`src/rtl/serial_adder_pkg.sv`:
```
// Shared types and default sizing for the digit-serial adder.
package serial_adder_pkg;

  localparam int unsigned DefWidth = 16;
  localparam int unsigned DefDigit = 4;

  typedef enum logic [1:0] {
    StIdle,
    StRun,
    StDone
  } state_e;

endpackage

```
`src/rtl/digit_adder.sv`:
```
// Combinational DIGIT-bit ripple adder built from full-adder cells.
module digit_adder #(
  parameter int unsigned DIGIT = 4
) (
  input  logic [DIGIT-1:0] a,
  input  logic [DIGIT-1:0] b,
  input  logic             cin,
  output logic [DIGIT-1:0] s,
  output logic             cout,
  output logic             msb_cin
);

  logic [DIGIT:0] c;

  always_comb begin
    c    = '0;
    s    = '0;
    c[0] = cin;
    for (int unsigned i = 0; i < DIGIT; i++) begin
      s[i]   = a[i] ^ b[i] ^ c[i];
      c[i+1] = (a[i] & b[i]) | (c[i] & (a[i] ^ b[i]));
    end
  end

  assign cout    = c[DIGIT];
  // Carry into the top bit feeds the signed-overflow test.
  assign msb_cin = c[DIGIT-1];

endmodule

```
`src/rtl/serial_adder.sv`:
```
// Digit-serial add/subtract: one DIGIT-bit slice per cycle, LSB first, with
// valid/ready handshakes on both operand and result sides.
module serial_adder
  import serial_adder_pkg::*;
#(
  parameter int unsigned WIDTH = DefWidth,
  parameter int unsigned DIGIT = DefDigit
) (
  input  logic             clk,
  input  logic             rst_n,
  input  logic             in_valid,
  output logic             in_ready,
  input  logic [WIDTH-1:0] a,
  input  logic [WIDTH-1:0] b,
  input  logic             cin,
  input  logic             sub,
  output logic             out_valid,
  input  logic             out_ready,
  output logic [WIDTH-1:0] sum,
  output logic             cout,
  output logic             ovf,
  output logic             busy
);

  localparam int unsigned NDIG = (DIGIT == 0) ? 1 : WIDTH / DIGIT;
  localparam int unsigned CW   = (NDIG > 1) ? $clog2(NDIG) : 1;

  if (WIDTH == 0 || DIGIT == 0 || (WIDTH % DIGIT) != 0) begin : g_param_check
    $error("serial_adder: WIDTH must be a non-zero multiple of DIGIT");
  end

  state_e           state_q, state_d;
  logic [WIDTH-1:0] a_q, a_d;
  logic [WIDTH-1:0] b_q, b_d;
  logic [WIDTH-1:0] sum_q, sum_d;
  logic [CW-1:0]    cnt_q, cnt_d;
  logic             carry_q, carry_d;
  logic             cout_q, cout_d;
  logic             ovf_q, ovf_d;

  logic [DIGIT-1:0] da, db, ds;
  logic             dcout, dmsb;
  logic             last;

  // Operand digit select driven by the digit counter.
  always_comb begin
    da = '0;
    db = '0;
    for (int unsigned k = 0; k < NDIG; k++) begin
      if (cnt_q == CW'(k)) begin
        da = a_q[k*DIGIT +: DIGIT];
        db = b_q[k*DIGIT +: DIGIT];
      end
    end
  end

  digit_adder #(
    .DIGIT(DIGIT)
  ) u_digit_adder (
    .a      (da),
    .b      (db),
    .cin    (carry_q),
    .s      (ds),
    .cout   (dcout),
    .msb_cin(dmsb)
  );

  assign last = (cnt_q == CW'(NDIG - 1));

  always_comb begin
    state_d = state_q;
    a_d     = a_q;
    b_d     = b_q;
    sum_d   = sum_q;
    cnt_d   = cnt_q;
    carry_d = carry_q;
    cout_d  = cout_q;
    ovf_d   = ovf_q;
    unique case (state_q)
      StIdle: begin
        if (in_valid) begin
          a_d     = a;
          // Subtraction is a + ~b + 1.
          b_d     = b ^ {WIDTH{sub}};
          carry_d = sub ? 1'b1 : cin;
          cnt_d   = '0;
          state_d = StRun;
        end
      end
      StRun: begin
        for (int unsigned k = 0; k < NDIG; k++) begin
          if (cnt_q == CW'(k)) sum_d[k*DIGIT +: DIGIT] = ds;
        end
        carry_d = dcout;
        cnt_d   = cnt_q + CW'(1);
        if (last) begin
          cout_d  = dcout;
          ovf_d   = dcout ^ dmsb;
          cnt_d   = '0;
          state_d = StDone;
        end
      end
      StDone: begin
        if (out_ready) state_d = StIdle;
      end
      default: state_d = StIdle;
    endcase
  end

  always_ff @(posedge clk or negedge rst_n) begin
    if (!rst_n) begin
      state_q <= StIdle;
      a_q     <= '0;
      b_q     <= '0;
      sum_q   <= '0;
      cnt_q   <= '0;
      carry_q <= 1'b0;
      cout_q  <= 1'b0;
      ovf_q   <= 1'b0;
    end else begin
      state_q <= state_d;
      a_q     <= a_d;
      b_q     <= b_d;
      sum_q   <= sum_d;
      cnt_q   <= cnt_d;
      carry_q <= carry_d;
      cout_q  <= cout_d;
      ovf_q   <= ovf_d;
    end
  end

  assign in_ready  = (state_q == StIdle);
  assign out_valid = (state_q == StDone);
  assign busy      = (state_q != StIdle);
  assign sum       = sum_q;
  assign cout      = cout_q;
  assign ovf       = ovf_q;

endmodule

```
`config.mk`:
```
export PLATFORM = sky130hd
export DESIGN_NAME = serial_adder
export DESIGN_NICKNAME = d
export VERILOG_FILES = /design/src/rtl/serial_adder_pkg.sv /design/src/rtl/digit_adder.sv /design/src/rtl/serial_adder.sv
export SDC_FILE = /design/constraint.sdc
export NUM_CORES = 1
export LEC_CHECK = 0
export CAP_MARGIN = 30
export CORE_UTILIZATION = 45
export CTS_CLUSTER_DIAMETER = 100
export DETAILED_ROUTE_END_ITERATION = 8
export HOLD_SLACK_MARGIN = 0.12
export PLACE_DENSITY = 0.71
export SLEW_MARGIN = 20
export SYNTH_ARGS = -nofsm -noshare
export SYNTH_HDL_FRONTEND = slang
export SYNTH_SLANG_ARGS = --single-unit
```
`constraint.sdc`:
```
create_clock -name clk -period 3.1 [get_ports clk]
set_clock_uncertainty 0.15 [all_clocks]
set_input_delay 0.93 -clock clk [delete_from_list [all_inputs] [get_ports clk]]
set_output_delay 0.93 -clock clk [all_outputs]
set_load 0.03 [all_outputs]
```
==> metrics.yaml, run 1 <==
synth:
  synthDistinctLibCells: 31
  syn_area_per_cell_sq_um: 11.5
  synth_edf_count: 0
  synth_seq_cells: 55
  synth_seq_area_share: 0.513
  synth_common_cells: "dfrtp_1 (55), mux2_2 (22), nand2_1 (20)"
  synth_ff_type: "dfrtp_1"
  synth_area_leaders: "dfrtp_1 (51%), mux2_2 (9.2%), a21oi_2 (4.6%)"
  syn_area_sq_um: 2690
  synth_fp_nets: 280
  syn_inst: 234
  synth_async_sr_flop_share: 1.00
  synth_largest_area_cell: "dfrtp_1"
  yosysWarnings: 0
  post-synth-top-count-cell: "dfrtp_1"
  synth_top_area_share: 0.513
timing:
  slew_headroom: 0.613
  fin_crit_sh: 1.00
  finalMaxSlewViolations: 0
  fmax_mhz: 321
  rsz0062_at_grt: "yes"
  tns_ps: -23.0
  worst_slew_pin_slew_ps: 581
  timing.final.ws_setup_ps: -12.3
  setup_viol: 4
  hold_viol_final: 0
  finalCriticalPeriod_ps: 3110
placement:
  port_buffers: 58
  dp_hpwl_mm: 3.92
  post_dp_cell_area_sq_um: 3430
  place_ws_ps: -157
  place_congestion: 0.737
  dp_cells: 367
floorplanning:
  die_height_um: 79.2
  pin_count: 59
  die_x_um: 79.2
  core_sq_um: 5640
  die-area_sq_um: 6280
  initial_utilization: 0.476
  rows: 27
pwr:
  seq_power_share: 0.307
  p_per_area_nw_per_um2: 1180
  p_int_mw: 2.53
  p_clk_frac: 0.099
  p_sw_frac: 0.403
  pwr-share-comb: 0.594
  p_switching_mw: 1.71
  vdd_drop_max_uv: 615
  p_leak_nw: 1.49
worst_setup_path:
  worstPathCellList: "ha_2 > buf_6 > a221o_1 > a22oi_2 > fa_2 > inv_2 > fa_2 > inv_2 > fa_2 > inv_2 > fa_2 > mux2_2"
  r2r_setup_slack_ps: -10
  rr_startpoint: "cnt_q[0]$_DFFE_PN0P_"
  r2r_end: "sum[11]$_DFFE_PN0P_"
  crit_path_end_kind: "register"
  rr_worst_depth: 12
  max_stage_delay_ps: 440
  crit_start: "cnt_q[0]$_DFFE_PN0P_"
  worstSetupEndpoint: "sum[11]$_DFFE_PN0P_"
  crit_top_cell: "fa_2"
  cp_data_required_time_ps: 3150
  start_kind: "register"
  crit_type: "register to register"
  path_max_fanout: 4
  slowest_stage: "fa_2"
  critical_path_arrival_ps: 3160
clocking:
  htreeDepth: 2
  hold_buffers: 0
  clock_path_buffers: 2
  cts_sinks: 55
  numCtsBuffers: 5
  clockRootBuffer: "clkbuf_8"
  clock_latency_ps: 310
  clk_pin_slew_ps: 90
  cts_tree: "done"
grt:
  groute.usage.overall: 0.187
  grt_pass1_vias: 1847
  grt.overflow.total: 0
  grt_pass1_wl_mm: 9.00
  antenna_found_initial: 0
  grt_max_degree: 57
routing:
  ant_nets: 0
  vias: 1912
  drc: 0
  drt_iter0_drc: 57
  drt-pass1-iter-count: 4
  wl_per_cell_um: 13.6
  postRouteWirelength_mm: 5.15
  avgViaCountPerCell: 5.07
final_layout:
  drive_gt1_frac: 0.279
  utilization: 0.636
  nets: 350
  postLayoutCellArea_sq_um: 3590
  area_growth_pct: 33.6
  antennaDiodeCount: 0
  stdcell_count: 377
  fill_cells: 458
run_status:
  status: "finished with violations"
  failed_checks: "negative setup slack"
min_path:
  holdCritPathClass: "register to register"
run:
  max_cap_violations: 0
critical path: cells and delay by family, from the launching register on:
family                   cells  cell delay, ps
multiplexers                 1             280
flip-flops                   1             420
adder cells (fa/ha/maj)      5            1430
buffers and inverters        4             260
AO/OA/AOI/OAI                2             470
per-stage QoR:
step	hold slack (ps)	power, mW
floorplan	331	2.98
global placement	313	3.69
detailed placement	323	3.76
CTS	343	4.26
global route	375	4.59
finish	341	4.24
how the worst min path moves through the flow:
| stage | startpoint | to | slack (ps) | cells past startpoint |
|---|---|---|---|---|
| 2_1_floorplan | a_q[5]$_DFFE_PN0P_ | a_q[5]$_DFFE_PN0P_ | 330 | 1 |
| 3_3_place_gp | sum[14]$_DFFE_PN0P_ | sum[14]$_DFFE_PN0P_ | 310 | 2 |
| 3_5_place_dp | sum[2]$_DFFE_PN0P_ | sum[2]$_DFFE_PN0P_ | 320 | 2 |
| 4_1_cts | sum[2]$_DFFE_PN0P_ | sum[2]$_DFFE_PN0P_ | 340 | 2 |
| 5_1_grt | sum[8]$_DFFE_PN0P_ | sum[8]$_DFFE_PN0P_ | 380 | 2 |
| 6_report | sum[2]$_DFFE_PN0P_ | sum[2]$_DFFE_PN0P_ | 340 | 2 |
power groups by stage:
stage / clock network, mW / registers (mW) / logic, mW
after floorplan: 0 / 1.46 / 1.51
after global placement: 0 / 1.31 / 2.38
after detailed placement: 0 / 1.32 / 2.44
after CTS: 0.435 / 1.30 / 2.52
after global routing: 0.469 / 1.35 / 2.78
final: 0.421 / 1.30 / 2.52
registers in the layout (all words and copies together) (netlist names):
signal and count:
a_q 16, b_q 16, carry_q 1, sum 16
cnt_q 2, cout 1, ovf 1, state_q 2
placed cells by master (no fill, tap or decap), drive strengths merged:
master,Yosys,routed
a21oi,20,20
a221o,4,4
a221oi,3,3
a22o,1,1
a22oi,4,4
buf,11,21
clkbuf,4,8
clkdlybuf4s50,0,57
dfrtp,55,55
fa,4,4
ha,4,4
inv,13,13
mux2,22,22
nand2,20,20
nand2b,2,2
nand3b,4,4
nor2,14,14
nor2b,5,5
nor3b,1,1
o21ai,17,17
o21bai,1,1
o311ai,1,1
o31ai,5,5
or2,1,1
or3,1,1
xnor2,14,14
xor2,3,3
cell families (layout without fill, tap and decap cells):
logic type,after synthesis,after routing,share of synthesized area
adder cells (fa/ha/maj),8,8,0.0485
multiplexers,22,22,0.0923
buffers and inverters,28,99,0.0578
AO/OA/AOI/OAI,56,56,0.148
XOR/XNOR,17,17,0.0555
AND/OR/NAND/NOR,48,48,0.0857
flip-flops,55,55,0.513
metal layers:
layer  wire (um)  up-vias  global-route usage  part of all wire
met5           0        -                   0                 0
met4          63        0              0.0582             0.012
met3         212        6              0.0460             0.041
met2        2380       54               0.283              0.46
met1        2490      916               0.263              0.48
li1            -      936                   -                 -
what timing repair did:
action                     in CTS  in global routing
setup buffers                   2                  0
setup endpoints to repair       6                  7
resized for setup              10                  1
layout make-up:
| class | count | area (sq um) | area share |
|---|---|---|---|
| clock buffer | 8 | 100 | 0.0279 |
| inverter | 13 | 48.8 | 0.0136 |
| multi-input combinational | 151 | 1230 | 0.343 |
| sequential | 55 | 1380 | 0.384 |
| tap | 72 | 90.1 | 0.0251 |
| timing repair buffer | 78 | 742 | 0.207 |
Note: power is estimated with default switching activity, not from simulation.
==> run 2: changes to the inputs <==
==> constraint.sdc (replaced) <==
create_clock -name clk -period 3.1 [get_ports clk]
set_clock_uncertainty 0.15 [all_clocks]
set_input_delay 0.465 -clock clk [delete_from_list [all_inputs] [get_ports clk]]
set_output_delay 0.465 -clock clk [all_outputs]
set_load 0.03 [all_outputs]
==> run 2 against run 1 <==
  * The run still ends with negative setup slack left
  * Largest cell class unchanged
  * Cell area is 0.56% higher
  * Non-clock buffer count is 2 higher
  * Largest power group unchanged
  * Combinational power hardly changed
  * Worst hold slack better by 0.79 ps
==> metrics.yaml, run 2 (same netlist as run 1, synthesis figures left out) <==
run_status:
  status: "finished with violations"  # unchanged
  failed_checks: "negative setup slack"  # unchanged
floorplanning:
  pin_count: 59  # unchanged
  die_height_um: 79.2  # unchanged
  rows: 27  # unchanged
  die_x_um: 79.2  # unchanged
  core_sq_um: 5640  # unchanged
  initial_utilization: 0.476  # unchanged
  die-area_sq_um: 6280  # unchanged
clocking:
  htreeDepth: 2  # unchanged
  numCtsBuffers: 5  # unchanged
  clock_latency_ps: 300  # was 310 ps
  cts_tree: "done"  # unchanged
  clock_path_buffers: 2  # unchanged
  clk_pin_slew_ps: 90  # about the same
  cts_sinks: 55  # unchanged
  clockRootBuffer: "clkbuf_8"  # unchanged
final_layout:
  stdcell_count: 378  # was 377
  area_growth_pct: 34.3  # was 33.6%
  nets: 352  # was 350
  layout_commonest_cell: "clkdlybuf4s50_1"  # unchanged
  drive_gt1_frac: 0.275  # was 0.279
  layout.cells.most_common_list: "clkdlybuf4s50_1 (57), dfrtp_1 (55), nand2_1 (20), mux2_2 (20), buf_4 (19)"  # was clkdlybuf4s50_1 (57), dfrtp_1 (55), mux2_2 (21)
  multi_input_area_sq_um: 1230  # unchanged
  antennaDiodeCount: 0  # unchanged
  fill_cells: 466  # was 458
  regArea_sq_um: 1380  # unchanged
pwr:
  p_per_area_nw_per_um2: 1190  # was 1180 nW/um^2
  fin_total_pwr_mw: 4.29  # was 4.24 mW
  vdd_drop_max_uv: 669  # was 615 uV
  p_leak_nw: 1.50  # was 1.49 nW
worst_setup_path:
  rr_worst_depth: 12  # unchanged
  worstPathCellList: "buf_4 > ha_2 > a21oi_1 > a22oi_2 > fa_2 > inv_2 > fa_2 > inv_2 > fa_2 > inv_2 > fa_2 > mux2_4"  # was ha_2 > buf_6 > a221o_1 > a22oi_2 > fa_2 > inv_2 > fa_2 > inv_2 > fa_2 > inv_2 > fa_2 > mux2_2
  cp_data_required_time_ps: 3140  # was 3150 ps
  cp.buffers_inverters: 4  # unchanged
  r2r_end: "sum[11]$_DFFE_PN0P_"  # unchanged
  rr_startpoint: "cnt_q[0]$_DFFE_PN0P_"  # unchanged
  path_max_fanout: 7  # was 4
  crit_top_cell: "fa_2"  # unchanged
  path_depth: 12  # unchanged
  crit_type: "register to register"  # unchanged
  slowest_stage: "fa_2"  # unchanged
  start_kind: "register"  # unchanged
  path_delay_family: "adder cells"  # unchanged
  critical_path_arrival_ps: 3160  # about the same
  crit_start: "cnt_q[0]$_DFFE_PN0P_"  # unchanged
  crit_path_end_kind: "register"  # unchanged
  max_stage_delay_ps: 460  # was 440 ps
  r2r_setup_slack_ps: -10  # about the same
  worstSetupEndpoint: "sum[11]$_DFFE_PN0P_"  # unchanged
timing:
  hold_viol_final: 0  # unchanged
  setup_viol: 4  # unchanged
  finalMaxSlewViolations: 0  # unchanged
  holdWs_ps: 342  # was 341 ps
  fmax_mhz: 321  # about the same
  finalCriticalPeriod_ps: 3110  # about the same
  rsz0062_at_grt: "yes"  # unchanged
  worst_slew_pin_slew_ps: 610  # was 581 ps
  fin_crit_sh: 1.00  # about the same
  slew_headroom: 0.593  # was 0.613
  timing.final.ws_setup_ps: -14.9  # was -12.3 ps
routing:
  ant_nets: 0  # unchanged
  drt-pass1-iter-count: 4  # unchanged
  drc: 0  # unchanged
  avgViaCountPerCell: 5.02  # was 5.07
  wl_per_cell_um: 13.7  # was 13.6 um
  vias: 1896  # was 1912
  postRouteWirelength_mm: 5.19  # was 5.15 mm
  drt_iter0_drc: 113  # was 57
grt:
  grt_pass1_wl_mm: 8.99  # was 9.00 mm
  groute.usage.overall: 0.187  # about the same
  antenna_found_initial: 0  # unchanged
  grt.overflow.total: 0  # unchanged
  grt_max_degree: 57  # unchanged
  grt_pass1_vias: 1869  # was 1847
run:
  max_cap_violations: 0  # unchanged
placement:
  dp_hpwl_mm: 3.93  # was 3.92 mm
  port_buffers: 58  # unchanged
  dp_cells: 368  # was 367
  place_congestion: 0.742  # was 0.737
min_path:
  holdCritPathClass: "register to register"  # unchanged
  holdPathStages: 2  # unchanged
run 2: changes by cell type in the layout (fill, tap and decap cells not counted), sizes merged:
cell,before,now
bufinv,0,1
dlygate4sd3,0,1
clkbuf,8,6
buf,21,22
run 2: per-stage QoR:
stage,setup WS (ps),util,setup TNS [ps],area (sq um)
global placement,-69.6,0.610,-259,3440
global route,-121,0.639,-487,3610
finish,-14.9,0.639,-50.4,3610
CTS,-26.9,0.639,-98.6,3610
floorplan,-77.6,-,-288,2740
detailed placement,-172,0.610,-785,3440
run 2: how the worst min path moves through the flow:
stage | start | slack (ps) | end
2_1_floorplan | rst_n | 20 | a_q[0]$_DFFE_PN0P_
3_3_place_gp | sum[6]$_DFFE_PN0P_ | 310 | sum[6]$_DFFE_PN0P_
3_5_place_dp | sum[6]$_DFFE_PN0P_ | 320 | sum[6]$_DFFE_PN0P_
4_1_cts | sum[2]$_DFFE_PN0P_ | 350 | sum[2]$_DFFE_PN0P_
5_1_grt | sum[1]$_DFFE_PN0P_ | 380 | sum[1]$_DFFE_PN0P_
6_report | sum[2]$_DFFE_PN0P_ | 340 | sum[2]$_DFFE_PN0P_
run 2: area by class of cell:
class                           count  area share
Inverter                           13      0.0135
Tap cell                           72      0.0250
Multi-Input combinational cell    151       0.341
Clock inverter                      1     0.00832
Timing Repair Buffer               80       0.211
Sequential cell                    55       0.382
Clock buffer                        6      0.0201
run 2: timing repair:
item | CTS | global route
resized for setup | 11 | 1
pin swaps | 2 | 0
endpoints found under the setup margin | 6 | 6
buffers inserted | 2 | 0
hold buffers | 1 | 0
endpoints found under the hold margin | 25 | 0
run 2: metal layers:
layer | GRT usage | vias to the layer above | part of all wire
li1 | - | 940 | -
met1 | 0.252 | 898 | 0.48
met2 | 0.303 | 53 | 0.46
met3 | 0.0379 | 5 | 0.043
met4 | 0.0545 | 0 | 0.011
met5 | 0 | - | 0
run 2: power by group:
group	switching, mW	internal (mW)	leakage, nW
combinational	1.28	1.26	0.797
sequential	0.222	1.08	0.650
clock	0.210	0.237	0.0513
total	1.71	2.58	1.50
run 2: tightest hold or removal path, stage by stage (launching register included):
cell and delay [ps]:
dfrtp_1 350, nand2_1 50, o21ai_0 60
